<file path="src/rtl/t5_pkg.sv">
// t5_pkg: shared constants for the t5 memory stage: datapath width, load/store opcodes, access size codes and LSU state encoding
package t5_pkg;
  localparam int XLEN = 32;
  localparam logic [4:0] OPC_LOAD = 5'b00000;
  localparam logic [4:0] OPC_STORE = 5'b01000;
  localparam logic [1:0] SZ_B = 2'b00;
  localparam logic [1:0] SZ_H = 2'b01;
  localparam logic [1:0] SZ_W = 2'b10;
  typedef enum logic {IDLE = 1'b0, BUSY = 1'b1} lsu_state_e;
endpackage

</file>
<file path="src/rtl/t5_lsu_align.sv">
// t5_lsu_align: byte-lane select and load extract/extend; adr_i low address bits, size_i size code, uns_i zero-extend, rdat_i bus word -> sel_o lanes, ldat_o aligned result
module t5_lsu_align
  import t5_pkg::*;
(
  input  logic [1:0]      adr_i,
  input  logic [1:0]      size_i,
  input  logic            uns_i,
  input  logic [XLEN-1:0] rdat_i,
  output logic [3:0]      sel_o,
  output logic [XLEN-1:0] ldat_o
);
  logic [7:0] b;
  logic [15:0] h;
  always_comb begin
    sel_o = size_i == SZ_B ? 4'b0001 << adr_i : size_i == SZ_H ? 4'b0011 << {adr_i[1], 1'b0} : 4'b1111;
    b = rdat_i[{adr_i, 3'b000} +: 8];
    h = adr_i[1] ? rdat_i[31:16] : rdat_i[15:0];
    ldat_o = size_i == SZ_B ? {{24{~uns_i & b[7]}}, b} : size_i == SZ_H ? {{16{~uns_i & h[15]}}, h} : rdat_i;
  end
endmodule

</file>
<file path="src/rtl/t5_lsu.sv">
// t5_lsu: memory-stage LSU (sclk, srst async active-low, sena/xopc/xfn3/xadr/xdat in, dwb_* Wishbone master, mdat/mstall/mexc/mbad out); T5_LSU_MISALIGN_EN traps misaligned accesses
module t5_lsu
  import t5_pkg::*;
(
  input  logic            sclk,
  input  logic            srst,
  input  logic            sena,
  input  logic [4:0]      xopc,
  input  logic [2:0]      xfn3,
  input  logic [XLEN-1:0] xadr,
  input  logic [XLEN-1:0] xdat,
  output logic [XLEN-1:0] dwb_adr_o,
  output logic [XLEN-1:0] dwb_dat_o,
  output logic [3:0]      dwb_sel_o,
  output logic            dwb_we_o,
  output logic            dwb_stb_o,
  output logic            dwb_cyc_o,
  input  logic [XLEN-1:0] dwb_dat_i,
  input  logic            dwb_ack_i,
  output logic [XLEN-1:0] mdat,
  output logic            mstall,
  output logic            mexc,
  output logic [XLEN-1:0] mbad
);
  lsu_state_e state_q, state_d;
  logic [XLEN-1:2] adr_q;
  logic [XLEN-1:0] dat_q, mdat_q, ldat;
  logic [1:0] lo_q, size_q;
  logic [3:0] sel;
  logic we_q, uns_q, busy, acc, mis, issue, done;
  assign acc = sena && (xopc == OPC_LOAD || xopc == OPC_STORE);
  assign busy = state_q == BUSY;
  always_comb begin
    issue = !busy && acc && !mis;
    done = busy && dwb_ack_i;
    state_d = issue ? BUSY : done ? IDLE : state_q;
  end
  always_ff @(posedge sclk or negedge srst)
    if (!srst) state_q <= IDLE;
    else state_q <= state_d;
  always_ff @(posedge sclk or negedge srst) begin
    if (!srst) begin
      adr_q <= '0;
      dat_q <= '0;
      lo_q <= '0;
      size_q <= '0;
      we_q <= 1'b0;
      uns_q <= 1'b0;
      mdat_q <= '0;
    end else begin
      if (issue) begin
        adr_q <= xadr[XLEN-1:2];
        dat_q <= xdat;
        lo_q <= xadr[1:0];
        size_q <= xfn3[13-12+1:0];
        we_q <= xopc == OPC_STORE;
        uns_q <= xfn3[2];
      end
      if (done && !we_q) mdat_q <= ldat;
    end
  end
  t5_lsu_align u_align (
    .adr_i (lo_q),
    .size_i(size_q),
    .uns_i (uns_q),
    .rdat_i(dwb_dat_i),
    .sel_o (sel),
    .ldat_o(ldat)
  );
  assign dwb_adr_o = busy ? {adr_q, 2'b00} : '0;
  assign dwb_dat_o = busy ? dat_q : '0;
  assign dwb_sel_o = busy ? sel : 4'b0000;
  assign dwb_we_o = busy && we_q;
  assign dwb_stb_o = busy;
  assign dwb_cyc_o = busy;
  assign mstall = busy;
  assign mdat = mdat_q;
`ifdef T5_LSU_MISALIGN_EN
  logic mexc_q, bad;
  logic [XLEN-1:0] mbad_q;
  assign mis = xfn3[1] ? |xadr[1:0] : xfn3[0] & xadr[0];
  assign bad = !busy && acc && mis;
  always_ff @(posedge sclk or negedge srst) begin
    if (!srst) begin
      mexc_q <= 1'b0;
      mbad_q <= '0;
    end else begin
      mexc_q <= bad;
      if (bad) mbad_q <= xadr;
    end
  end
  assign mexc = mexc_q;
  assign mbad = mbad_q;
`else
  assign mis = 1'b0;
  assign mexc = 1'b0;
  assign mbad = '0;
`endif
endmodule

</file>
<file path="config.mk">
export PLATFORM = sky130hd
export DESIGN_NAME = t5_lsu
export DESIGN_NICKNAME = d
export VERILOG_FILES = /design/src/rtl/t5_pkg.sv /design/src/rtl/t5_lsu_align.sv /design/src/rtl/t5_lsu.sv
export SDC_FILE = /design/constraint.sdc
export NUM_CORES = 1
export LEC_CHECK = 0
export BUFFER_PORTS_ARGS = -buffer_cell sky130_fd_sc_hd__buf_2
export CAP_MARGIN = 20
export CORE_ASPECT_RATIO = 0.6
export CORE_MARGIN = 2
export CORE_UTILIZATION = 45
export DETAILED_ROUTE_END_ITERATION = 7
export GPL_TIMING_DRIVEN = 1
export PLACE_DENSITY = 0.89
export SETUP_SLACK_MARGIN = 0.1
export SKIP_LAST_GASP = 1
export SYNTH_ARGS = -nofsm -noshare
export SYNTH_HDL_FRONTEND = slang
export SYNTH_SLANG_ARGS = --single-unit
</file>
<file path="constraint.sdc">
create_clock -name sclk -period 1.79 [get_ports sclk]
set_input_delay 0.0895 -clock sclk [delete_from_list [all_inputs] [get_ports sclk]]
set_output_delay 0.0895 -clock sclk [all_outputs]
set_load 0.005 [all_outputs]
</file>
==> run_results.csv <==
group,metric,value,unit
timing,post-route-period-util,88.6,%
timing,slew_violations,0,
cts,cts_buffer_depth,2,
setup_path,cp_max_fo,17,
synth,synthAdderAreaFrac,0,%
synth,synthFlopType,"dfrtp_1",
layout,area_growth,43.4,%
layout,layout-drive-gt1-share,41.7,%
global_routing,grtUsageTotal,24.5,%
hold_path,holdPathStages,3,
synth,ys_warn_count,0,
timing,holdWs,0.0184,ns
status,outcome,"finished clean",
routing,ant_nets,0,
routing,post_drt_wl_per_cell,17.3,um
cts,cts_tree,"yes",
pwr,power_density,1050,nW/um2
synth,synth_edf_count,0,
hold_path,hold_path_class,"in -> reg",
floorplanning,dieArea,11900,um2
setup_path,timing.critical_path.buf_inv,4,
timing,setup_viol,0,
setup_path,crit_chain,"buf_8 -> clkinv_1 -> buf_6 -> a21oi_1 -> nor2_1 -> buf_2",
routing,drt_iter0_drc,259,
cts,clk_latency,0.34,ns
floorplanning,io_pins,245,
routing,via_per_inst,5.08,
synth,syn_inst,455,
cts,path_clk_slew,0.07,ns
timing,fmax,631,MHz
synth,ys_types,32,
pwr,p_leak,3.66,nW
setup_path,reg2reg_depth,6,
setup_path,crit_start,"lo_q[1]",
setup_path,cp_slowest_cell,"dfrtp_1",
pwr,peakVddDrop,0.000656,V
synth,ys_seq_area_share,50.8,%
routing,drt-pass1-iter-count,5,
routing,wirelength,15200,um
cts,numCtsBuffers,9,
layout,antennaDiodeCount,0,
setup_path,critPathKind,"reg -> out",
floorplanning,die_w,140,um
timing,slew_headroom,55.4,%
global_routing,grt_overflow_total,0,
synth,synthArstFlopShare,100,%
synth,synthMuxAreaShare,17.4,%
hold_path,hp-start,"dwb_dat_i[18]",
layout,fin_nets,840,
cts,htreeDepth,3,
floorplanning,start_util,46.7,%
timing,tightest_slew,0.667,ns
synth,synthesis.area,4980,um2
timing,grt_setup_unrepaired,"yes",
timing,fin_worst_skew,0.00858,ns
global_routing,antenna_found_initial,0,
placement,dpl_worst_slack,-0.0324,ns
setup_path,r2r_start,"lo_q[1]",
synth,synth_top_family_by_area,"multiplexers",
setup_path,arrival,1.50,ns
floorplanning,core,10700,um2
synth,synth_xor_area_share,0,%
setup_path,cp_num_cells,6,
setup_path,path_delay_family,"buffers and inverters",
cts,clkSinkCount,101,
cts,cts-root-buf,"clkbuf_16",
floorplanning,die_h,85.5,um
routing,vias,4452,
global_routing,grt_max_degree,63,
pwr,power,7.47,mW
floorplanning,num_rows,29,
synth,syn_area_per_cell,10.9,um2
placement,place.gp.congestion,0.885,
synth,ys_ff_latch,101,
global_routing,grt_pass1_wl,23300,um
synth,yosys.area_share.simple,13.8,%
timing,finalHoldViolCount,0,
setup_path,max_stage_delay,0.39,ns
placement,place_hpwl,9900,um
global_routing,grt_pass1_vias,4669,
setup_path,required,1.70,ns
flow_run,cap_violations,0,
synth,synth_compound_area_share,9.47,%
setup_path,end_kind,"output port",
setup_path,worst_setup_path_start_kind,"flip-flop",
timing,setup_slack,0.205,ns
routing,drc,0,
timing,min_period,1.59,ns
placement,portBuffers,209,
==> sequential cells by signal (all words and copies together), names as in the netlist <==
name and count:
dat_q 32, mdat 32, adr_q 30, lo_q 2, size_q 2, dwb_cyc_o 1, uns_q 1, we_q 1
==> worst paths after layout <==
| kind | to | slack (ns) |
|---|---|---|
| setup reg to reg | mdat[4] | 0.21 |
| max in group asynchronous | adr_q[6] | 0.99 |
| setup / recovery | dwb_sel_o[1] | 0.20 |
| min in group asynchronous | mdat[29] | 0.19 |
| hold reg to reg | adr_q[2] | 0.49 |
| hold / removal | mdat[18] | 0.02 |
==> cell families (layout without fill, tap and decap cells) <==
kind of cell           after synthesis  after routing
and+or+nand+nor                    134            134
AOI/OAI and AO/OA                   72             72
buffers and inverters               69            317
DFF                                101            101
muxes                               78             78
other                                1             35
==> routing by layer <==
layer | track usage, % | share of wire (%) | up-vias
met3 | 6.77 | 9.1 | 35
met4 | 7.36 | 2.3 | 0
met5 | 0 | 0 | -
met2 | 41.7 | 49 | 245
met1 | 30.8 | 40 | 2137
li1 | - | - | 2035
==> where the power goes <==
group | switching [mW] | total (mW) | internal (mW)
Combinational | 1.02 | 2.14 | 1.11
Clock | 0.832 | 1.95 | 1.12
Sequential | 0.398 | 3.38 | 2.98
Total | 2.25 | 7.47 | 5.22
==> area by class of cell <==
| class | count | area [um2] |
|---|---|---|
| Sequential cell | 101 | 2530 |
| Multi-Input combinational cell | 319 | 2170 |
| Clock buffer | 11 | 243 |
| Timing Repair Buffer | 299 | 1960 |
| Inverter | 2 | 7.51 |
| Clock inverter | 5 | 60.1 |
| Tap cell | 139 | 174 |
| Fill cell | 810 | 3530 |
==> synth_stat cells (2+ instances only) <==
master | n | area, um2
dfrtp_1 | 101 | 2530
and2_1 | 63 | 394
mux2_2 | 59 | 664
buf_4 | 39 | 293
nor2_1 | 38 | 143
a21oi_1 | 29 | 145
nand2_1 | 24 | 90.1
clkbuf_1 | 18 | 67.6
a22o_1 | 15 | 131
mux2i_1 | 10 | 100
mux2_1 | 9 | 101
o21ai_0 | 9 | 45.0
a22oi_1 | 8 | 60.1
buf_2 | 8 | 40.0
a221oi_1 | 7 | 61.3
nor2b_1 | 2 | 12.5
==> cells in the final DEF (no fill, tap or decap), types with 4 or more instances in the layout <==
cell type and instances:
mux2i_1 10, o21ai_0 9, mux2_1 9, and2_1 63, dlygate4sd3_1 72, a221oi_1 7
mux2_2 59, a22o_1 15, clkinvlp_4 4, nor2_1 38, buf_4 11, conb_1 35
clkbuf_16 10, a22oi_1 8, buf_2 208, buf_6 5, dfrtp_1 101, nand2_1 24
a21oi_1 29
==> through the flow <==
stage,area [um2],TNS [ns],util (%),instances
after floorplan,5110,0,-,489
after global placement,6050,0,56.7,785
after detailed placement,6050,-0.0597,56.7,785
after CTS,7080,0,66.3,873
after global routing,7140,0,66.9,876
final,7140,0,66.9,876
==> repair_timing <==
item	in CTS	in global routing
pin swaps	0	2
endpoints found under the hold margin	149	0
gates resized for setup	1	8
gates cloned	0	2
endpoints found under the setup margin	15	67
setup buffers	0	1
hold buffers	72	0
==> worst min-delay path: stages <==
cell and delay, ns:
buf_2 0.11, nand2_1 0.06, a21oi_1 0.06
Power figures use the tool's default switching activity.
